--- src/rtl/drive_actuator_arbiter.sv ---
// Arbitrates the single throttle/brake actuator pair between driver and cruise
// requesters, with dead time on hand-over, overspeed inhibit and latched emergency brake.
module drive_actuator_arbiter #(
    parameter int SPEED_W    = 8,
    parameter int MAX_SPEED  = 30,
    parameter int DEAD_CYC   = 2,
    parameter int EMERG_HOLD = 4
) (
    input  logic               clk,
    input  logic               reset,
    input  logic [SPEED_W-1:0] speed,
    input  logic               obstacle,
    input  logic               drv_req,
    input  logic               drv_cmd,
    input  logic               cru_req,
    input  logic               cru_cmd,
    output logic               drv_gnt,
    output logic               cru_gnt,
    output logic               accelerate,
    output logic               brake,
    output logic               emergency
);

    localparam int CNT_MAX = (DEAD_CYC > EMERG_HOLD) ? DEAD_CYC : EMERG_HOLD;
    localparam int CNT_W   = $clog2(CNT_MAX + 1);

    localparam logic [CNT_W-1:0]   DEAD_INIT = CNT_W'(DEAD_CYC);
    localparam logic [CNT_W-1:0]   HOLD_LAST = CNT_W'(EMERG_HOLD);
    localparam logic [CNT_W-1:0]   CNT_ONE   = CNT_W'(1);
    localparam logic [SPEED_W-1:0] SPEED_LIM = SPEED_W'(MAX_SPEED);

    typedef enum logic [2:0] {
        IDLE,
        ACCEL,
        BRAKE,
        DEAD,
        EMERG
    } state_t;

    state_t           state, state_nx, arb_state;
    logic             owner_drv, owner_drv_nx;
    logic [CNT_W-1:0] cnt, cnt_nx, cnt_inc;
    logic             overspeed, drv_ok, cru_ok;
    logic             win_valid, win_drv, win_cmd, same_win;

    // An accelerate command at or above the speed limit is treated as no request.
    always_comb begin
        overspeed = (speed >= SPEED_LIM);
        drv_ok    = drv_req && !(!drv_cmd && overspeed);
        cru_ok    = cru_req && !(!cru_cmd && overspeed);
        win_valid = drv_ok || cru_ok;
        win_drv   = drv_ok;
        win_cmd   = drv_ok ? drv_cmd : cru_cmd;
        same_win  = win_valid && (win_drv == owner_drv) && (win_cmd == (state == BRAKE));
        cnt_inc   = (cnt >= HOLD_LAST) ? cnt : cnt + 1'b1;
        if (!win_valid) begin
            arb_state = IDLE;
        end else if (win_cmd) begin
            arb_state = BRAKE;
        end else begin
            arb_state = ACCEL;
        end
    end

    always_comb begin
        state_nx     = state;
        owner_drv_nx = owner_drv;
        cnt_nx       = cnt;
        if (obstacle) begin
            state_nx = EMERG;
            cnt_nx   = '0;
        end else begin
            case (state)
                IDLE: begin
                    state_nx     = arb_state;
                    owner_drv_nx = win_drv;
                    cnt_nx       = '0;
                end
                ACCEL, BRAKE: begin
                    if (!same_win) begin
                        state_nx = DEAD;
                        cnt_nx   = DEAD_INIT;
                    end
                end
                DEAD: begin
                    if (cnt <= CNT_ONE) begin
                        state_nx     = arb_state;
                        owner_drv_nx = win_drv;
                        cnt_nx       = '0;
                    end else begin
                        cnt_nx = cnt - 1'b1;
                    end
                end
                EMERG: begin
                    if (cnt_inc >= HOLD_LAST) begin
                        state_nx = DEAD;
                        cnt_nx   = DEAD_INIT;
                    end else begin
                        cnt_nx = cnt_inc;
                    end
                end
                default: begin
                    state_nx = IDLE;
                    cnt_nx   = '0;
                end
            endcase
        end
    end

    // Outputs are decoded from the next state so they register on the same edge.
    always_ff @(posedge clk) begin
        if (reset) begin
            state      <= IDLE;
            owner_drv  <= 1'b0;
            cnt        <= '0;
            drv_gnt    <= 1'b0;
            cru_gnt    <= 1'b0;
            accelerate <= 1'b0;
            brake      <= 1'b0;
            emergency  <= 1'b0;
        end else begin
            state      <= state_nx;
            owner_drv  <= owner_drv_nx;
            cnt        <= cnt_nx;
            drv_gnt    <= ((state_nx == ACCEL) || (state_nx == BRAKE)) && owner_drv_nx;
            cru_gnt    <= ((state_nx == ACCEL) || (state_nx == BRAKE)) && !owner_drv_nx;
            accelerate <= (state_nx == ACCEL);
            brake      <= (state_nx == BRAKE) || (state_nx == EMERG);
            emergency  <= (state_nx == EMERG);
        end
    end

endmodule

--- config.mk ---
export PLATFORM = sky130hd
export DESIGN_NAME = drive_actuator_arbiter
export DESIGN_NICKNAME = d
export VERILOG_FILES = /design/src/rtl/drive_actuator_arbiter.sv
export SDC_FILE = /design/constraint.sdc
export NUM_CORES = 1
export LEC_CHECK = 0
export ABC_CLOCK_PERIOD_IN_PS = 2000
export CAP_MARGIN = 20
export CORE_UTILIZATION = 50
export CTS_CLUSTER_DIAMETER = 200
export DETAILED_ROUTE_END_ITERATION = 10
export GPL_TIMING_DRIVEN = 0
export PLACE_DENSITY = 0.78
export SKIP_CTS_REPAIR_TIMING = 1
export SLEW_MARGIN = 20
export SYNTH_ARGS = -nofsm -noshare
export SYNTH_HDL_FRONTEND = slang
export SYNTH_SLANG_ARGS = --single-unit
--- constraint.sdc ---
create_clock -name clk -period 2 [get_ports clk]
set_input_delay 0.4 -clock clk [delete_from_list [all_inputs] [get_ports clk]]
set_output_delay 0.4 -clock clk [all_outputs]
set_load 0.03 [all_outputs]
==> flow_metrics.py <==
metrics = {
    "timing": {
        "slew_viol_final": 0,
        "finClkSkew_ps": 1.70,
        "fin_crit_sh_pct": 93.5,
        "setup_viol": 0,
        "layout_setup_ws_ps": 130,
        "max_slew_margin_pct": 72.4,
        "min_period_ps": 1870,
        "rsz0062_at_grt": "no",
        "tightest_slew_ps": 412,
        "max_freq_mhz": 535,
        "report.final.hold_viol_count": 0,
    },
    "placed_design": {
        "finalWeightedCongestion": 0.870,
        "dpl_worst_slack_ps": -222,
        "portBuffers": 18,
        "dp_hpwl_um": 1820,
        "placed_area_sq_um": 1180,
    },
    "finish": {
        "drive_gt1_share_pct": 19.8,
        "final_cell_area_sq_um": 1220,
        "nets": 151,
        "n_antenna_cell": 0,
        "finish.utilization_pct": 69.3,
        "area_growth_pct": 25.9,
    },
    "clock_network": {
        "path_clk_slew_ps": 80,
        "cts.sinks": 12,
        "clockBufferDepth": 2,
        "cts_tree": "built",
        "clk_latency_ps": 280,
        "htree_levels": 1,
        "numCtsBuffers": 3,
        "root_buffer": "clkbuf_4",
    },
    "synth": {
        "ys.flop_type": "dfxtp_1",
        "ys_seq_area_share_pct": 24.7,
        "synth-async-reset-ratio_pct": 0,
        "syn-num-nets": 128,
        "syn_area_per_cell_sq_um": 8.91,
        "ys_ff_latch": 12,
        "syn_inst": 109,
        "synth_area_sq_um": 971,
        "synth_warnings": 0,
        "synth_edf_count": 0,
        "synthDistinctLibCells": 54,
    },
    "drt": {
        "routedWlPerCell_um": 14.7,
        "dr.first_iter.drc_count": 29,
        "first_pass_iters": 4,
        "wl_um": 2290,
        "drtAntennaViolNets": 0,
        "vias": 944,
        "viasPerCell": 6.05,
        "drc": 0,
    },
    "worst_setup_path": {
        "startpoint": "speed[1]",
        "cp.required_ps": 2170,
        "r2r-start": "cnt[0]",
        "max_stage_delay_ps": 470,
        "crit_arrival_ps": 2040,
        "crit_slowest_cell": "clkdlybuf4s50_1",
        "crit_chain": "clkdlybuf4s50_1, nand4_2, a211o_1, a31o_2, a21oi_2, o32ai_2",
        "endpoint_kind": "register",
        "critPathKind": "in -> reg",
        "start_kind": "primary input",
        "cp_max_fo": 6,
    },
    "pwr": {
        "ir_worst_vdd_mv": 0.402,
        "p_leak_nw": 0.440,
        "powerDensity_nw_per_um2": 524,
    },
    "floorplanning": {
        "io_pins": 20,
        "fp-row-count": 15,
        "die_w_um": 46.1,
        "core_area_sq_um": 1760,
        "fp.dieH_um": 46.1,
        "start_util_pct": 55.0,
        "die_area_sq_um": 2120,
    },
    "worst_hold_path": {
        "worstHoldStart": "cnt[1]",
        "hp-class": "reg -> reg",
    },
    "grt": {
        "gr-total-overflow": 0,
        "grt_pass1_wl_um": 3680,
        "grt_pass1_vias": 863,
        "antenna_found_initial": 0,
        "grt_usage_pct": 24.6,
        "grt_max_degree": 11,
    },
    "flow_run": {
        "drv_cap": 0,
    },
    "run_status": {
        "status": "finished, final reports clean",
    },
}
==> final cells by class <==
| class | count | area [sq um] |
|---|---|---|
| Inverter | 5 | 18.8 |
| Timing Repair Buffer | 18 | 183 |
| Tap cell | 25 | 31.3 |
| Buffer | 4 | 23.8 |
| Sequential cell | 12 | 241 |
| Multi-Input combinational cell | 88 | 688 |
| Clock buffer | 4 | 36.3 |
| Fill cell | 157 | 542 |
==> routing by layer <==
metal	vias up	track usage (%)	part of all wire (%)
li1	462	-	-
met1	454	30.7	46
met2	19	40.0	48
met3	9	3.92	2.5
met4	0	13.5	2.9
met5	-	0	0
==> kinds of logic (layout without fill, tap and decap cells) <==
| logic type | count (synthesis) | count (layout) | synth area share [%] |
|---|---|---|---|
| AO/OA/AOI/OAI | 37 | 37 | 35.6 |
| XOR/XNOR | 2 | 2 | 1.80 |
| adder cells (fa/ha/maj) | 4 | 4 | 5.15 |
| buffers and inverters | 9 | 31 | 4.38 |
| flip-flops | 12 | 12 | 24.7 |
| multiplexers | 1 | 1 | 1.03 |
| AND/OR/NAND/NOR | 44 | 44 | 27.3 |
==> worst paths after layout <==
kind	end	slack, ps	depth (start not counted)
hold reg to reg	cnt[1]	600	1
hold / removal	cnt[1]	600	1
setup reg to reg	drv_gnt	140	6
setup / recovery	drv_gnt	130	6
==> layout by cell type (no fill, tap or decap), drive strengths merged, types with 2 or more instances in the layout <==
| cell | instances |
|---|---|
| nand4 | 3 |
| or2 | 3 |
| o221ai | 2 |
| xnor2 | 2 |
| o21ai | 4 |
| o32ai | 2 |
| a211o | 2 |
| a21oi | 6 |
| nor3b | 3 |
| nand2 | 3 |
| dfxtp | 12 |
| nand2b | 3 |
| and3 | 2 |
| nand3 | 7 |
| ha | 4 |
| buf | 4 |
| o31ai | 2 |
| o211ai | 2 |
| inv | 5 |
| nor2 | 15 |
| clkbuf | 4 |
| clkdlybuf4s50 | 17 |
| a31oi | 3 |
==> synthesized netlist by cell type, types with 2 or more instances <==
| master | count | area, sq um |
|---|---|---|
| o21ai_0 | 3 | 15.0 |
| dfxtp_1 | 12 | 240 |
| buf_4 | 2 | 15.0 |
| a31oi_1 | 3 | 18.8 |
| nand2b_1 | 3 | 18.8 |
| nand4_1 | 2 | 12.5 |
| ha_1 | 4 | 50.1 |
| a21oi_1 | 5 | 25.0 |
| nand2_1 | 3 | 11.3 |
| nor2_1 | 15 | 56.3 |
| nand3_1 | 7 | 35.0 |
| nor3b_1 | 2 | 15.0 |
| inv_1 | 5 | 18.8 |
| xnor2_1 | 2 | 17.5 |
| a211o_1 | 2 | 17.5 |
==> flip-flops by register name (all words and copies together), names as in the netlist <==
name        count
cnt             3
state           3
accelerate      1
brake           1
cru_gnt         1
drv_gnt         1
emergency       1
owner_drv       1
==> metrics by stage <==
stage | power (mW) | cells | hold WS [ps] | setup TNS (ps)
after floorplan | 0.378 | 109 | 472 | 0
after global placement | 0.440 | 152 | 602 | -843
after detailed placement | 0.445 | 152 | 630 | -1200
after CTS | 0.646 | 156 | 639 | 0
after global routing | 0.676 | 156 | 614 | 0
final | 0.640 | 156 | 596 | 0
==> worst max-delay path, delay by kind of cell <==
| kind | cells | cell delay, ps |
|---|---|---|
| AOI/OAI and AO/OA | 4 | 980 |
| and+or+nand+nor | 1 | 180 |
| buffers and inverters | 1 | 470 |
==> power by group <==
group | internal, mW | switching (mW) | leakage [nW] | total [mW]
Combinational | 0.0840 | 0.100 | 0.320 | 0.184
Clock | 0.111 | 0.0882 | 0.0210 | 0.199
Sequential | 0.250 | 0.00635 | 0.0986 | 0.257
Power figures use the tool's default switching activity.
